--- src/rtl/speed_calc_if.sv ---
// Signal bundle between the wheel-sensor front end, the speed calculator and its consumers.
interface speed_calc_if #(
  parameter int WIDTH = 12
) ();
  logic             tick;
  logic             reed;
  logic [WIDTH-1:0] speed;
  logic             valid;

  modport master (output tick, output reed, input speed, input valid);
  modport slave  (input tick, input reed, output speed, output valid);
endinterface

--- src/rtl/speed_calc.sv ---
// Wheel speed from reed-switch period: counts ticks between rising edges and divides K by
// the period with a bit-serial restoring divider; saturated result with a one-cycle valid.
module speed_calc #(
  parameter int WIDTH     = 12,
  parameter int CNT_WIDTH = 16,
  parameter int KW        = 24,
  parameter int K         = 75600,
  parameter int TIMEOUT   = 3000
) (
  input logic         clk,
  input logic         r,
  speed_calc_if.slave bus
);
  localparam int IW = $clog2(KW + 1);
  localparam logic [CNT_WIDTH-1:0] CNT_MAX   = '1;
  localparam logic [CNT_WIDTH-1:0] TO_VAL    = CNT_WIDTH'(TIMEOUT);
  localparam logic [KW-1:0]        K_VAL     = KW'(K);
  localparam logic [KW-1:0]        SPEED_MAX = KW'((2 ** WIDTH) - 1);
  localparam logic [IW-1:0]        ITER_INIT = IW'(KW);
  localparam logic [IW-1:0]        ITER_LAST = IW'(1);

  typedef enum logic [1:0] {IDLE, DIV, DONE} state_t;

  state_t               r_state, w_next;
  logic                 r_reed_q, r_armed, r_pend, r_zero, r_valid;
  logic [CNT_WIDTH-1:0] r_cnt, r_pend_per, r_divisor, r_rem;
  logic [KW-1:0]        r_aq;
  logic [IW-1:0]        r_iter;
  logic [WIDTH-1:0]     r_speed;

  logic                 w_rise, w_meas, w_timeout, w_load, w_ge;
  logic [CNT_WIDTH-1:0] w_load_per, w_rem_nx;
  logic [CNT_WIDTH:0]   w_rem_sh;

  function automatic logic [WIDTH-1:0] sat_speed(input logic [KW-1:0] q, input logic zero);
    if (zero || (q > SPEED_MAX)) return '1;
    return q[WIDTH-1:0];
  endfunction

  assign w_rise    = bus.reed & ~r_reed_q;
  assign w_meas    = w_rise & r_armed;
  // A rise in the same cycle as the timeout tick is a regular measurement of TIMEOUT ticks.
  assign w_timeout = r_armed & bus.tick & (r_cnt == TO_VAL) & ~w_rise;

  // The remainder never exceeds the divisor, so a set top bit of the shifted value implies >= divisor.
  assign w_rem_sh = {r_rem, r_aq[KW-1]};
  assign w_ge     = w_rem_sh[CNT_WIDTH] | (w_rem_sh[CNT_WIDTH-1:0] >= r_divisor);
  assign w_rem_nx = w_ge ? (w_rem_sh[CNT_WIDTH-1:0] - r_divisor) : w_rem_sh[CNT_WIDTH-1:0];

  always_comb begin
    w_next     = r_state;
    w_load     = 1'b0;
    w_load_per = r_pend_per;
    case (r_state)
      IDLE, DONE: begin
        w_next = IDLE;
        if (w_meas) begin
          w_next     = DIV;
          w_load     = 1'b1;
          w_load_per = r_cnt;
        end else if (r_pend) begin
          w_next = DIV;
          w_load = 1'b1;
        end
      end
      DIV:     if (r_iter == ITER_LAST) w_next = DONE;
      default: w_next = IDLE;
    endcase
    if (w_timeout) begin
      w_next = IDLE;
      w_load = 1'b0;
    end
  end

  always_ff @(posedge clk) begin
    if (r) begin
      r_state  <= IDLE;
      r_reed_q <= 1'b0;
      r_cnt    <= '0;
      r_armed  <= 1'b0;
      r_pend   <= 1'b0;
      r_speed  <= '0;
      r_valid  <= 1'b0;
    end else begin
      r_state  <= w_next;
      r_reed_q <= bus.reed;
      if (w_rise)                              r_cnt <= {{(CNT_WIDTH-1){1'b0}}, bus.tick};
      else if (bus.tick && (r_cnt != CNT_MAX)) r_cnt <= r_cnt + 1'b1;
      if (w_timeout)   r_armed <= 1'b0;
      else if (w_rise) r_armed <= 1'b1;
      if (w_timeout)                         r_pend <= 1'b0;
      else if (w_meas && (r_state == DIV))   r_pend <= 1'b1;
      else if (w_load)                       r_pend <= 1'b0;
      r_valid <= 1'b0;
      if (w_timeout) begin
        r_speed <= '0;
        r_valid <= 1'b1;
      end else if (r_state == DONE) begin
        r_speed <= sat_speed(r_aq, r_zero);
        r_valid <= 1'b1;
      end
    end
  end

  // Divider datapath: quotient bits shift into r_aq as the numerator bits shift out.
  always_ff @(posedge clk) begin
    if (w_meas && (r_state == DIV)) r_pend_per <= r_cnt;
    if (w_load) begin
      r_aq      <= K_VAL;
      r_rem     <= '0;
      r_divisor <= w_load_per;
      r_zero    <= (w_load_per == '0);
      r_iter    <= ITER_INIT;
    end else if (r_state == DIV) begin
      r_aq   <= {r_aq[KW-2:0], w_ge};
      r_rem  <= w_rem_nx;
      r_iter <= r_iter - 1'b1;
    end
  end

  assign bus.speed = r_speed;
  assign bus.valid = r_valid;
endmodule

--- src/flat_wrapper.sv ---
// flat-port wrapper written by rule: the top's interface ports become plain ports
module speed_calc_flat 
#(
  parameter int WIDTH     = 12,
  parameter int CNT_WIDTH = 16,
  parameter int KW        = 24,
  parameter int K         = 75600,
  parameter int TIMEOUT   = 3000
)
  (clk, r, bus_tick, bus_reed, bus_speed, bus_valid);
  speed_calc_if #(.WIDTH(WIDTH)) bus_i ();
  input logic clk;
  input logic r;
  input wire logic [$bits(bus_i.tick)-1:0] bus_tick;
  input wire logic [$bits(bus_i.reed)-1:0] bus_reed;
  output wire logic [$bits(bus_i.speed)-1:0] bus_speed;
  output wire logic [$bits(bus_i.valid)-1:0] bus_valid;
  assign bus_i.tick = bus_tick;
  assign bus_i.reed = bus_reed;
  assign bus_speed = bus_i.speed;
  assign bus_valid = bus_i.valid;
  speed_calc #(.WIDTH(WIDTH), .CNT_WIDTH(CNT_WIDTH), .KW(KW), .K(K), .TIMEOUT(TIMEOUT)) u_core (.clk(clk), .r(r), .bus(bus_i));
endmodule
--- config.mk ---
export PLATFORM = sky130hd
export DESIGN_NAME = speed_calc_flat
export DESIGN_NICKNAME = d
export VERILOG_FILES = /design/src/rtl/speed_calc_if.sv /design/src/rtl/speed_calc.sv /design/src/flat_wrapper.sv
export SDC_FILE = /design/constraint.sdc
export NUM_CORES = 1
export LEC_CHECK = 0
export ABC_AREA = 1
export CAP_MARGIN = 20
export CORE_MARGIN = 2
export CORE_UTILIZATION = 47
export CTS_CLUSTER_SIZE = 12
export DETAILED_ROUTE_END_ITERATION = 6
export SETUP_SLACK_MARGIN = 0.02
export SYNTH_ARGS = -nofsm -noshare
export SYNTH_HDL_FRONTEND = slang
export SYNTH_SLANG_ARGS = --single-unit
--- constraint.sdc ---
create_clock -name clk -period 2.75 [get_ports clk]
set_input_delay 0.6875 -clock clk [delete_from_list [all_inputs] [get_ports clk]]
set_output_delay 0.6875 -clock clk [all_outputs]
set_load 0.005 [all_outputs]
Word-level counts from Yosys, hierarchy flattened
Index checks and enable logic that the tools add are counted.
{"block": "totals", "reg_bits": 112, "latchBits": 0, "mem_bits_rw": 0, "rom_bits": 0, "inputBits": 4, "word_cells": 66, "n_memories": 0}
{"block": "classes", "addsub": 3, "mul": 0, "n_div": 0, "magnitude_cmp": 2, "eq_ne": 6, "shifts": 0, "n_mux": 23, "n_bitwise": 8, "n_reduce_logical": 10}
{"op": "$mux 16", "n": 3}
{"op": "$gt 24x12->1 const B", "n": 1}
{"op": "$mux 12", "n": 2}
{"op": "$add 16x1->16 const B", "n": 1}
{"op": "$eq 16x12->1 const B", "n": 1}
{"op": "$ge 16x16->1", "n": 1}
{"op": "$logic_not 16->1", "n": 1}
{"op": "$ne 16x16->1 const B", "n": 1}
{"op": "$sub 16x16->16", "n": 1}
{"op": "$mux 1", "n": 15}
{"op": "$reduce_or 2->1", "n": 3}
{"op": "$and 1x1->1", "n": 5}
{"op": "$eq 5x1->1 const B", "n": 1}
{"op": "$sub 5x1->5 const B", "n": 1}
{"op": "$mux 2", "n": 2}
{"op": "$pmux 2 s2", "n": 1}
{"op": "$reduce_bool 2->1", "n": 2}
{"op": "$eq 2x1->1 const B", "n": 1}
{"op": "$eq 2x2->1 const B", "n": 1}
{"op": "$logic_and 1x1->1", "n": 2}
{"op": "$logic_not 2->1", "n": 1}
{"op": "$ne 2x1->1 const B", "n": 1}
{"op": "$not 1->1", "n": 2}
{"op": "$logic_or 1x1->1", "n": 1}
{"op": "$or 1x1->1", "n": 1}

Logic depth before layout (Yosys ltp)
{"block": "logic_depth", "depth_word": 8, "ltp_mapped": 15}

Least setup slack after synthesis
OpenSTA, ideal clock, no wires.
{"block": "synth_timing", "path_type": "input to register", "startpoint": "input bus_reed", "endpoint": "register u_core.r_pend_per[0], enable pin", "setup_ns": 0.412, "arrival_ns": 2.069, "t_required_ns": 2.338, "setup_slack_ns": 0.269, "path_stages": 4, "cell_sequence": "inv_2 > nor2_4 > inv_2 > nor3_1"}
{"block": "synth_between", "elab_chain_cells": 3}
{"item": "from (decl)", "line": "flat_wrapper.sv:15", "rtl": "input wire logic [$bits(bus_i.reed)-1:0] bus_reed;"}
{"item": "$and 1x1->1", "line": "speed_calc.sv:40", "rtl": "assign w_rise = bus.reed & ~r_reed_q;"}
{"item": "$and 1x1->1", "line": "speed_calc.sv:41", "rtl": "assign w_meas = w_rise & r_armed;"}
{"item": "$logic_and 1x1->1", "line": "speed_calc.sv:107", "rtl": "if (w_meas && (r_state == DIV)) r_pend_per <= r_cnt;"}
{"item": "to (signal assigned)", "line": "speed_calc.sv:107"}
{"item": "to (decl)", "line": "speed_calc.sv:26", "rtl": "logic [CNT_WIDTH-1:0] r_cnt, r_pend_per, r_divisor, r_rem;"}
No other way between the ends.
A chain may end at the register's enable or synchronous reset.

Worst setup path in the final report
{"block": "layout_timing", "startpoint": "register u_core.r_aq[23]", "endpoint": "register u_core.r_rem[9]"}
{"block": "layout_between", "elab_chain_cells": 3}
{"item": "from (decl)", "line": "speed_calc.sv:27", "rtl": "logic [KW-1:0] r_aq;"}
{"item": "from (signal assigned)", "line": "speed_calc.sv:115", "rtl": "r_aq <= {r_aq[KW-2:0], w_ge};"}
{"item": "$ge 16x16->1", "line": "speed_calc.sv:47", "rtl": "assign w_ge = w_rem_sh[CNT_WIDTH] | (w_rem_sh[CNT_WIDTH-1:0] >= r_divisor);"}
{"item": "$or 1x1->1", "line": "speed_calc.sv:47"}
{"item": "$mux 16 *", "line": "speed_calc.sv:48", "rtl": "assign w_rem_nx = w_ge ? (w_rem_sh[CNT_WIDTH-1:0] - r_divisor) : w_rem_sh[CNT_WIDTH-1:0];"}
{"item": "to (signal assigned)", "line": "speed_calc.sv:116", "rtl": "r_rem <= w_rem_nx;"}
{"item": "to (decl)", "line": "speed_calc.sv:26"}
Every way passes the cells marked *; elsewhere a longest branch is shown, timed or not.

==> results.py <==
metrics = {
    "clock_network": {
        "cts_setup_buffers": 0,
        "cts_resized": 0,
        "clockBufferDepth": 2,
        "cts_root_buffer": "clkbuf_16",
        "cts_tree": "built",
        "htreeDepth": 3,
        "hold_buffers": 0,
        "clk_pin_slew_ns": 0.08,
        "cts_buffers": 9,
        "clock_latency_ns": 0.36,
        "clock_sinks": 112,
    },
    "setup_path": {
        "cp.arrival_ns": 2.61,
        "r2r_end": "u_core.r_rem[9]$_SDFFE_PP0P_",
        "worst-setup-path-type": "flop to flop",
        "path_cells": "inv_1 -> ha_1 -> fa_1 -> inv_1 -> nand3_1 -> nand2_1 -> nand2_1 -> nand3_1 -> nand2_4 -> nand2_4 -> nand2_1 -> nor2_1 -> nor2_1 -> nor2_1",
        "cp_max_fo": 14,
        "required_ns": 3.03,
        "slowest_delay_ns": 0.42,
        "end_kind": "flop",
        "worst_r2r_startpoint": "u_core.r_aq[23]$_SDFFE_PP0P_",
        "worstSetupStartpointType": "flop",
        "rr_worst_depth": 14,
        "reg2reg_setup_slack_ns": 0.42,
        "critPathSlowestCell": "fa_1",
    },
    "detailed_routing": {
        "remaining_drc_errors": 0,
        "vias_per_cell": 5.01,
        "vias": 4859,
        "initialDrtViolationCount": 285,
        "antenna_left": 0,
        "post_drt_wl_per_cell_um": 13.5,
        "routed_wl_um": 13100,
        "firstDrtPassIters": 5,
    },
    "global_route": {
        "grt_pass1_wl_um": 22000,
        "grt_pass1_vias": 4582,
        "grt_remaining_overflow": 0,
        "antenna_found_initial": 0,
        "grt_max_degree": 59,
        "gr-usage-all-layers_pct": 20.9,
    },
    "synthesis": {
        "ys_seq_area_share_pct": 43.7,
        "yosys_register_bits": 112,
        "syn_area_per_cell_um2": 7.51,
        "synth_cell_type_count": 44,
        "synth_nets": 808,
        "syn_inst": 783,
        "synth.yosys.warnings": 0,
        "syn-cell-area_um2": 5880,
    },
    "sta": {
        "relSlewSlack_pct": 48.5,
        "setup_violations": 0,
        "period_share_pct": 84.7,
        "whs_ns": 0.476,
        "worst_pin_slew_ns": 0.771,
        "rsz0062_at_grt": "no",
        "max_freq_mhz": 429,
        "fin_crit_ns": 2.33,
        "finalHoldViolations": 0,
        "drv_slew": 0,
        "setup-tns-final_ns": 0,
        "finClkSkew_ns": 0.0103,
    },
    "power": {
        "power.switching_mw": 1.96,
        "seq_power_share_pct": 41.2,
        "switching_share_pct": 37.4,
        "internal_power_mw": 3.28,
        "ir_worst_vdd_uv": 411,
        "p_clk_share_pct": 26.3,
        "p_per_area_nw_per_um2": 803,
        "p_comb_share_pct": 32.5,
        "p_leak_nw": 2.97,
    },
    "worst_hold_path": {
        "whs_path_depth": 0,
        "worstHoldStart": "u_core.r_cnt[5]$_SDFFE_PP0P_",
        "min_to": "u_core.r_pend_per[5]$_DFFE_PP_",
        "min_path_type": "flop to flop",
    },
    "finish": {
        "seqCellArea_um2": 2570,
        "final_net_count": 822,
        "drive_gt1_share_pct": 7.86,
        "diodes": 0,
        "multi_input_area_um2": 2710,
        "area_growth_pct": 10.8,
        "fill_cells": 1194,
    },
    "floorplan": {
        "die_area_um2": 13400,
        "die_h_um": 116,
        "io_pins": 17,
        "core_area_um2": 12100,
        "initial_utilization_pct": 48.6,
        "fp-row-count": 40,
        "die_w_um": 116,
    },
    "job": {
        "drv_cap": 0,
    },
    "place": {
        "dpl.hpwl_um": 9630,
        "port_buffers": 16,
        "place.gp.congestion": 0.940,
    },
    "run_status": {
        "run_status": "completed",
    },
}
## metal layers
layer  vias to the layer above  track usage [%]  part of all wire (%)
li1                       2547                -                     -
met1                      2205             26.7                    46
met2                        88             36.1                    49
met3                        19             3.66                   3.2
met4                         0             6.43                   1.7
met5                         -                0                     0
## power groups by stage
stage               clock [mW]  combinational, mW  sequential, mW
finish                    1.38               1.70            2.15
global route              1.48               1.95            2.19
CTS                       1.41               1.71            2.15
detailed placement           0               1.70            2.19
global placement             0               1.67            2.18
floorplan                    0               1.39            2.13
## how the worst max path moves through the flow
stage | startpoint | endpoint | slack [ns] | cells past startpoint
CTS | u_core.r_aq[23]$_SDFFE_PP0P_ | u_core.r_rem[9]$_SDFFE_PP0P_ | 0.41 | 14
global route | u_core.r_divisor[0]$_DFFE_PP_ | u_core.r_rem[9]$_SDFFE_PP0P_ | 0.20 | 13
detailed placement | bus_reed | u_core.r_divisor[7]$_DFFE_PP_ | 0.08 | 9
global placement | bus_reed | u_core.r_divisor[6]$_DFFE_PP_ | 0.1 | 9
finish | u_core.r_aq[23]$_SDFFE_PP0P_ | u_core.r_rem[9]$_SDFFE_PP0P_ | 0.42 | 14
floorplan | bus_reed | u_core.r_pend_per[0]$_DFFE_PP_ | 0.27 | 4
## synth_stat cells, drive strengths merged
master  number  share of area, %
and2         4              0.47
o21ai       26               2.2
nor3b        1              0.21
buf         16               2.1
a21boi       1              0.13
nand2      235                16
nor3        23               2.1
xnor2        2              0.30
o21a         2              0.26
nand4       25               2.8
o22ai       12               1.3
ha          20               4.3
nand3b       6              0.77
a31oi        3              0.32
nand3       41               3.7
xor2        11               1.6
a21oi       39               3.6
a211oi       1              0.21
dfxtp       79                27
inv        123               7.8
nor4         3              0.32
or2          1              0.11
edfxtp      33                17
clkbuf       8              0.51
nor2        65               4.7
fa           1              0.34
o21bai       1              0.13
o211ai       1              0.13
## placed cells by master (no fill, tap or decap), drive strengths merged, types with 16 or more instances in the layout
cell type	Yosys	layout
nand2	235	235
inv	123	127
dfxtp	79	79
nor2	65	65
nand3	41	41
a21oi	39	39
edfxtp	33	33
o21ai	26	26
nand4	25	25
nor3	23	23
ha	20	20
clkdlybuf4s50	0	16
## through the flow
| stage | cell area [µm²] | util (%) | total power [mW] | cells | setup WS [ns] |
|---|---|---|---|---|---|
| after floorplan | 5880 | - | 3.53 | 783 | 0.269 |
| after CTS | 6520 | 53.8 | 5.28 | 970 | 0.411 |
| after global placement | 6190 | 51.1 | 3.85 | 954 | 0.0954 |
| after detailed placement | 6190 | 51.1 | 3.89 | 954 | 0.0805 |
| after global routing | 6520 | 53.8 | 5.62 | 970 | 0.197 |
| final | 6520 | 53.8 | 5.23 | 970 | 0.421 |
## sequential cells by signal, summed over array words and instances (netlist names)
register and flops:
u_core.bus.speed 12, u_core.bus.valid 1, u_core.r_aq 24, u_core.r_armed 1
u_core.r_cnt 16, u_core.r_divisor 16, u_core.r_iter 5, u_core.r_pend 1
u_core.r_pend_per 16, u_core.r_reed_q 1, u_core.r_rem 16, u_core.r_state 2
u_core.r_zero 1
## cell families after synthesis
logic type,share of synthesized area [%]
adder cells (fa/ha/maj),4.59
AND/OR/NAND/NOR,31.0
AO/OA/AOI/OAI,8.29
flip-flops,43.7
XOR/XNOR,1.94
buffers and inverters,10.4
## critical path, delay by kind of cell, from the launching register on
| family | cells | cell delay [ns] |
|---|---|---|
| simple gates | 10 | 1.14 |
| fa+ha+maj | 2 | 0.64 |
| flops | 1 | 0.33 |
| buf+inv | 2 | 0.15 |
## area by class of cell
cell class,instances,area share [%]
Multi-Input combinational cell,524,41.5
Sequential cell,112,39.5
Inverter,123,7.08
Clock buffer,10,3.84
Timing Repair Buffer,27,3.72
Tap cell,168,3.22
Clock inverter,6,1.15
No activity file was read; power rests on OpenSTA's default activity.
